<file path="src/rtl/rrc_symbol_scheduler.sv">
// Purpose: paces I/Q symbols into the RRC interpolator at one strobe per SPS clocks, zero-filling gaps and draining the filter at frame end.
// Latency: first strobe two cycles after enable && s_valid in IDLE; each accepted symbol appears on f_i/f_q the cycle after its slot decision.
// Backpressure: s_ready is raised only in RUN on slot 0; a missed slot is filled with a zero symbol and flagged as an underrun, never stalled.
module rrc_symbol_scheduler #(
  parameter int SPS        = 4,
  parameter int FLUSH_SYMS = 10,
  parameter int CNT_W      = 16
) (
  input  logic                    clk,
  input  logic                    rst_n,
  input  logic                    enable,
  input  logic                    s_valid,
  output logic                    s_ready,
  input  logic signed [15:0]      s_i,
  input  logic signed [15:0]      s_q,
  input  logic                    s_last,
  output logic                    f_valid,
  output logic signed [15:0]      f_i,
  output logic signed [15:0]      f_q,
  output logic                    busy,
  output logic                    frame_done,
  output logic                    underrun,
  output logic [CNT_W-1:0]        underrun_cnt,
  input  logic                    cnt_clr
);

  localparam int SLOT_W = (SPS > 1) ? $clog2(SPS) : 1;
  localparam int FL_W   = (FLUSH_SYMS > 0) ? $clog2(FLUSH_SYMS + 1) : 1;
  localparam logic [SLOT_W-1:0] SLOT_LAST  = SLOT_W'(SPS - 1);
  localparam logic [FL_W-1:0]   FLUSH_INIT = FL_W'(FLUSH_SYMS);

  typedef enum logic [1:0] {
    IDLE  = 2'd0,
    RUN   = 2'd1,
    FLUSH = 2'd2
  } state_t;

  state_t            state;
  logic [SLOT_W-1:0] slot_cnt;
  logic [FL_W-1:0]   flush_cnt;

  logic slot0;
  logic slot_wrap;
  logic run_take;
  logic run_miss;
  logic flush_emit;
  logic flush_exit;

  // Slot-decision qualifiers shared by the FSM and the underrun counter.
  always_comb begin
    slot0      = (slot_cnt == '0);
    slot_wrap  = (slot_cnt == SLOT_LAST);
    s_ready    = (state == RUN) && slot0;
    run_take   = s_ready && s_valid;
    run_miss   = s_ready && !s_valid;
    flush_emit = (state == FLUSH) && slot0 && (flush_cnt != '0);
    flush_exit = (state == FLUSH) && (flush_cnt == '0) && slot_wrap;
  end

  // Frame FSM: slot pacing, strobe generation and all registered status outputs.
  always_ff @(posedge clk or negedge rst_n) begin
    if (!rst_n) begin
      state      <= IDLE;
      slot_cnt   <= '0;
      flush_cnt  <= '0;
      f_valid    <= 1'b0;
      f_i        <= '0;
      f_q        <= '0;
      busy       <= 1'b0;
      frame_done <= 1'b0;
      underrun   <= 1'b0;
    end else begin
      f_valid    <= 1'b0;
      underrun   <= 1'b0;
      frame_done <= 1'b0;
      case (state)
        IDLE: begin
          slot_cnt <= '0;
          if (enable && s_valid) begin
            state <= RUN;
            busy  <= 1'b1;
          end
        end
        RUN: begin
          slot_cnt <= slot_wrap ? '0 : slot_cnt + 1'b1;
          if (run_take) begin
            f_valid <= 1'b1;
            f_i     <= s_i;
            f_q     <= s_q;
            if (s_last) begin
              state     <= FLUSH;
              flush_cnt <= FLUSH_INIT;
            end
          end else if (run_miss) begin
            // Keep the filter fed at symbol rate even when the source is late.
            f_valid  <= 1'b1;
            f_i      <= '0;
            f_q      <= '0;
            underrun <= 1'b1;
          end
        end
        FLUSH: begin
          slot_cnt <= slot_wrap ? '0 : slot_cnt + 1'b1;
          if (flush_emit) begin
            f_valid   <= 1'b1;
            f_i       <= '0;
            f_q       <= '0;
            flush_cnt <= flush_cnt - 1'b1;
          end
          // Leaving on the last slot of an empty period keeps at least SPS+1
          // cycles between the final drain strobe and the next frame.
          if (flush_exit) begin
            state      <= IDLE;
            slot_cnt   <= '0;
            busy       <= 1'b0;
            frame_done <= 1'b1;
          end
        end
        default: begin
          state    <= IDLE;
          slot_cnt <= '0;
          busy     <= 1'b0;
        end
      endcase
    end
  end

  // Saturating underrun counter; a clear beats a coincident increment.
  always_ff @(posedge clk or negedge rst_n) begin
    if (!rst_n) begin
      underrun_cnt <= '0;
    end else if (cnt_clr) begin
      underrun_cnt <= '0;
    end else if (run_miss && !(&underrun_cnt)) begin
      underrun_cnt <= underrun_cnt + 1'b1;
    end
  end

endmodule
</file>
<file path="config.mk">
export PLATFORM = sky130hd
export DESIGN_NAME = rrc_symbol_scheduler
export DESIGN_NICKNAME = d
export VERILOG_FILES = /design/src/rtl/rrc_symbol_scheduler.sv
export SDC_FILE = /design/constraint.sdc
export NUM_CORES = 1
export LEC_CHECK = 0
export CORE_UTILIZATION = 40
export DETAILED_ROUTE_END_ITERATION = 12
export PLACE_DENSITY = 0.82
export SKIP_CTS_REPAIR_TIMING = 1
export SYNTH_ARGS = -nofsm -noshare
export SYNTH_HDL_FRONTEND = slang
export SYNTH_SLANG_ARGS = --single-unit
</file>
<file path="constraint.sdc">
create_clock -name clk -period 6.1 [get_ports clk]
set_clock_uncertainty 0.1 [all_clocks]
set_input_delay 0.61 -clock clk [delete_from_list [all_inputs] [get_ports clk]]
set_output_delay 0.61 -clock clk [all_outputs]
set_load 0.1 [all_outputs]
</file>
==> results of run 1 <==
## stage by stage
| stage | std cells | area [um^2] | utilization | hold slack (ns) | setup WS [ns] |
|---|---|---|---|---|---|
| final | 410 | 3830 | 0.600 | 0.333 | 2.98 |
| after global placement | 394 | 3630 | 0.568 | 0.352 | 3.37 |
| after CTS | 410 | 3830 | 0.600 | 0.359 | 2.97 |
| after floorplan | 237 | 2670 | - | 0.214 | 3.59 |
| after detailed placement | 394 | 3630 | 0.568 | 0.375 | 3.32 |
| after global routing | 410 | 3830 | 0.600 | 0.394 | 2.86 |
## sequential cells by signal, summed over array words and instances, names as in the netlist
register and count:
f_valid 1, f_q 16, f_i 16, frame_done 1, busy 1, flush_cnt 4, underrun 1, state 2
slot_cnt 2, underrun_cnt 16
## Yosys cell counts (all sizes together) (4+ instances only)
master	count
or3	12
a21oi	15
and4	4
nor2	8
ha	8
nand2	10
clkbuf	8
nand4	9
inv	11
nand3	4
dfrtp	60
o21ai	16
a22o	32
buf	4
## critical path, cell delays in order, from the launching register on
cell	delay, ns
dfrtp_1	0.40
inv_1	0.08
ha_1	0.29
and2_1	0.18
clkdlybuf4s50_1	1.13
## cells by family after synthesis
| kind of cell | after synthesis | synth area share |
|---|---|---|
| compound gates | 76 | 0.200 |
| xor+xnor | 1 | 0.00328 |
| fa+ha+maj | 8 | 0.0375 |
| buf+inv | 23 | 0.0351 |
| flops | 60 | 0.562 |
| mux | 2 | 0.00796 |
| simple gates | 67 | 0.154 |
## how the worst min path moves through the flow
stage               slack, ns  cells past startpoint     endpoint         from
floorplan                0.21                      0         busy        rst_n
global placement         0.35                      1  slot_cnt[0]  slot_cnt[0]
detailed placement       0.37                      1  slot_cnt[0]  slot_cnt[0]
CTS                      0.36                      2       f_q[2]        rst_n
global route             0.39                      2      f_i[15]        rst_n
finish                   0.33                      2      f_valid        rst_n
## placed cells by master (no fill, tap or decap), types with 2 or more instances in the layout
cell type        Yosys  layout
or3_1                9       9
ha_1                 8       8
dfrtp_1             60      60
and4_2               2       2
inv_1               11      11
a211oi_1             2       2
o21ai_0             16      16
nor2_1               8       8
or3_4                2       2
buf_4                2       2
clkbuf_8             0      11
and4_1               2       2
clkinv_2             0       2
clkdlybuf4s50_1      0      89
nor3_1               3       3
nor3b_1              2       2
a21boi_0             2       2
nand2b_1             3       3
or4_1                2       2
o211ai_1             2       2
a22o_1              32      32
nor4_1               2       2
o31ai_1              3       3
nand2_1             10      10
nand3_1              4       4
a21oi_1             15      15
nand4_1              9       9
## layer usage
metal,up-vias,global-route usage,share of wire
li1,1070,-,-
met1,1094,0.227,0.43
met2,75,0.313,0.50
met3,8,0.0455,0.049
met4,0,0.0755,0.013
met5,-,0,0
## area by class of cell
cell class / count / area [um^2]
multi-input cells: 154 / 1080
clock buffers: 12 / 155
fillers: 539 / 2560
inverters: 11 / 41.3
well taps: 77 / 96.3
clock inverters: 4 / 47.5
repair buffers: 92 / 911
flip-flops and latches: 60 / 1500
==> impl_metrics.env, run 1 <==
export IMPL_setup_viol_count_final=0
export IMPL_cts_htree_levels=3
export IMPL_vias_per_cell=5.48
export IMPL_overflow=0
export IMPL_syn_nets=283
export IMPL_synth_area_um2=2670
export IMPL_rsz0062_at_grt="false"
export IMPL_rows=29
export IMPL_worst_r2r_path_depth=5
export IMPL_routed_wl_um=6190
export IMPL_grt_pass1_wl_um=10300
export IMPL_clockRootBuffer="clkbuf_8"
export IMPL_post_synth_top_area_fraction=0.562
export IMPL_grt_max_degree=61
export IMPL_cap_violations=0
export IMPL_clk_path_buf_depth=2
export IMPL_ant_nets=0
export IMPL_max_slew_margin=0.212
export IMPL_drive_gt1_frac=0.0811
export IMPL_dieArea_um2=7010
export IMPL_cts_buffers=9
export IMPL_critPathLaunch="state[1]"
export IMPL_synthFlopType="dfrtp_1"
export IMPL_cts_tree="done"
export IMPL_die_x_um=83.7
export IMPL_grt_usage=0.185
export IMPL_status="completed"
export IMPL_min_period_over_period=0.511
export IMPL_syn_avg_cell_area_um2=11.3
export IMPL_r2r_setup_slack_ns=3.70
export IMPL_r2r_end="f_q[1]"
export IMPL_die_y_um=83.7
export IMPL_yosysTopAreaCell="dfrtp_1"
export IMPL_portBuffers=90
export IMPL_post_drt_wl_per_cell_um=15.1
export IMPL_min_path_type="in2async"
export IMPL_crit_type="reg2out"
export IMPL_critPathLaunchType="flip-flop"
export IMPL_start_util=0.418
export IMPL_grt_pass1_vias=2180
export IMPL_ios=91
export IMPL_area_growth_pct=43.3
export IMPL_first_pass_iters=4
export IMPL_slew_viol_final=0
export IMPL_async_flop_share=1.00
export IMPL_hold_viol_final=0
export IMPL_netlist_instances=237
export IMPL_clock_sinks=60
export IMPL_antenna_found_initial=0
export IMPL_cp_max_fo=8
export IMPL_clk_latency_ns=0.32
export IMPL_r2r_start="state[0]"
export IMPL_yosys_top_cells_area="dfrtp_1 (56%), a22o_1 (10%), ha_1 (3.7%)"
export IMPL_first_iter_violations=86
export IMPL_crit_required_ns=5.39
export IMPL_dpl_hpwl_um=4310
export IMPL_gp_congestion=0.836
export IMPL_endpoint="s_ready"
export IMPL_antenna_cells=0
export IMPL_crit_arrival_ns=2.41
export IMPL_dr_total_vias=2247
export IMPL_end_kind="output pin"
export IMPL_drc=0
export IMPL_synth_edf_count=0
export IMPL_coreArea_um2=6390
export IMPL_fin_nets=374
export IMPL_yosysSeqAreaShare=0.562
export IMPL_fmax_mhz=321
export IMPL_tightest_slew_ns=1.18
export IMPL_fin_crit_ns=3.12
export IMPL_fin_tns_setup_ns=0
export IMPL_synth_seq_cells=60
export IMPL_clk_pin_slew_ns=0.07
export IMPL_ys_warnings_count=0
export IMPL_yosysUniqueCellTypes=42
Power of run 1 is not shown: default switching activity piles up to over one toggle a cycle in this logic, so the estimate is an artifact.
==> inputs of run 2 (changes only) <==
PLACE_DENSITY = 0.85   (was 0.82)
clock period = 2.7 ns   (was 6.1 ns; I/O delays follow)
==> run 2 against run 1 <==
  * The run now ends with negative hold slack left
  * Cell area down 3.6%
  * Via count grew 1.8%
  * Worst setup slack worse by 2.7 ns
  * First-iteration DRC count down 24%
  * Non-clock buffer count increased by 2
  * Die area unchanged
  * Core utilization shrank 2.1 points
  * Largest cell class unchanged
  * Wire length rose by 2.3%
==> impl_metrics.env, run 2 (synthesized netlist as in run 1, its figures left out) <==
export IMPL_route_met3_wl_um=328
export IMPL_mostFrequentLayoutCell="dfrtp_1"
export IMPL_cap_violations=0
export IMPL_setup_slack_ns=0.291
export IMPL_drive_gt1_frac=0.242
export IMPL_die_x_um=83.7
export IMPL_clk_path_buf_depth=2
export IMPL_hold_viol_final=11
export IMPL_crit_family="compound AO/OA/AOI/OAI gates"
export IMPL_r2r_start="state[0]"
export IMPL_dieArea_um2=7010
export IMPL_crit_required_ns=2.87
export IMPL_routed_wl_um=6330
export IMPL_fin_crit_ns=2.41
export IMPL_most_common_layout_cells="dfrtp_1 (60), buf_4 (57), clkdlybuf4s50_1 (36)"
export IMPL_ios=91
export IMPL_rsz0062_at_grt="false"
export IMPL_violations="negative hold slack"
export IMPL_slowest_delay_ns=0.83
export IMPL_r2r_setup_slack_ns=0.29
export IMPL_vias_per_cell=5.55
export IMPL_slew_viol_final=0
export IMPL_crit_type="reg2reg"
export IMPL_worst_r2r_path_depth=5
export IMPL_status="finished, violations left"
export IMPL_ant_nets=0
export IMPL_antenna_found_initial=0
export IMPL_first_pass_iters=4
export IMPL_min_path_type="in2async"
export IMPL_grt_usage=0.186
export IMPL_die_y_um=83.7
export IMPL_highest_layer="met4"
export IMPL_portBuffers=90
export IMPL_fin_tns_setup_ns=0
export IMPL_crit_arrival_ns=2.57
export IMPL_clockRootBuffer="clkbuf_8"
export IMPL_cp_num_buf_inv=1
export IMPL_end_kind="flip-flop"
export IMPL_clk_pin_slew_ns=0.07
export IMPL_cp_max_fo=32
export IMPL_r2r_end="f_q[14]"
export IMPL_wirelength_met1_um=2830
export IMPL_min_period_over_period=0.892
export IMPL_area_growth_pct=38.2
export IMPL_post_place_ws_ns=0.288
export IMPL_dpl_hpwl_um=4390
export IMPL_setup_viol_count_final=0
export IMPL_gp_congestion=0.797
export IMPL_first_iter_violations=65
export IMPL_slowest_stage="a21o_1"
export IMPL_cts_buffers=9
export IMPL_hold_slack_ns=-0.0207
export IMPL_path_cells="inv_1, ha_1, o21ai_0, a21o_1, a22o_1"
export IMPL_grt_pass1_wl_um=10300
export IMPL_clock_sinks=60
export IMPL_max_slew_margin=0.200
export IMPL_antenna_cells=0
export IMPL_post_drt_wl_per_cell_um=15.4
export IMPL_fmax_mhz=415
export IMPL_fin_nets=376
export IMPL_coreArea_um2=6390
export IMPL_start_util=0.418
export IMPL_critPathLaunchType="flip-flop"
export IMPL_clk_latency_ns=0.33
export IMPL_critPathLaunch="state[0]"
export IMPL_grt_max_degree=61
export IMPL_overflow=0
export IMPL_cts_tree="done"
export IMPL_drc=0
export IMPL_dr_wl_met2_um=3120
export IMPL_reg_largest_list="f_i x16, f_q x16, underrun_cnt x16"
export IMPL_grt_pass1_vias=2137
export IMPL_cts_htree_levels=3
export IMPL_rows=29
export IMPL_tightest_slew_ns=1.20
export IMPL_dr_total_vias=2288
run 2: cell count changes in the layout (fill, tap and decap cells not counted), sizes merged:
| cell | previous run | this run |
|---|---|---|
| clkdlybuf4s50 | 89 | 36 |
| buf | 3 | 58 |
| clkinv | 2 | 3 |
| clkbuf | 12 | 11 |
run 2: cell type report:
class	instances	area (um^2)
clock inverters	5	52.6
fillers	563	2690
multi-input cells	154	1080
clock buffers	11	131
inverters	11	41.3
repair buffers	94	793
flip-flops and latches	60	1500
well taps	77	96.3
run 2: metrics by stage:
stage / utilization / std cells / instance area (um^2) / hold WS, ns
6_report: 0.578 / 412 / 3690 / -0.0207
5_1_grt: 0.578 / 412 / 3690 / 0.0562
4_1_cts: 0.578 / 412 / 3690 / 0.0101
3_5_place_dp: 0.550 / 396 / 3510 / 0.371
3_3_place_gp: 0.550 / 396 / 3510 / 0.355
2_1_floorplan: - / 237 / 2670 / -0.126
run 2: how the worst max path moves through the flow:
stage | end | slack, ns | cells after the start
floorplan | f_i[0] | 0.19 | 7
global placement | underrun_cnt[9] | 0.42 | 6
detailed placement | f_q[14] | 0.29 | 5
CTS | f_q[14] | 0.27 | 5
global route | f_q[14] | 0.04 | 5
finish | f_q[14] | 0.29 | 5
run 2: worst reg2reg max path: stages, from the launching register on:
cell and delay (ns):
dfrtp_1 0.35, inv_1 0.07, ha_1 0.35, o21ai_0 0.33, a21o_1 0.83, a22o_1 0.31
run 2: routing by layer:
metal	GRT usage	vias to the layer above
met5	0	-
met4	0.0647	0
met3	0.0564	4
met2	0.302	61
met1	0.237	1143
li1	-	1080
Power of run 2 is left out for the same reason.
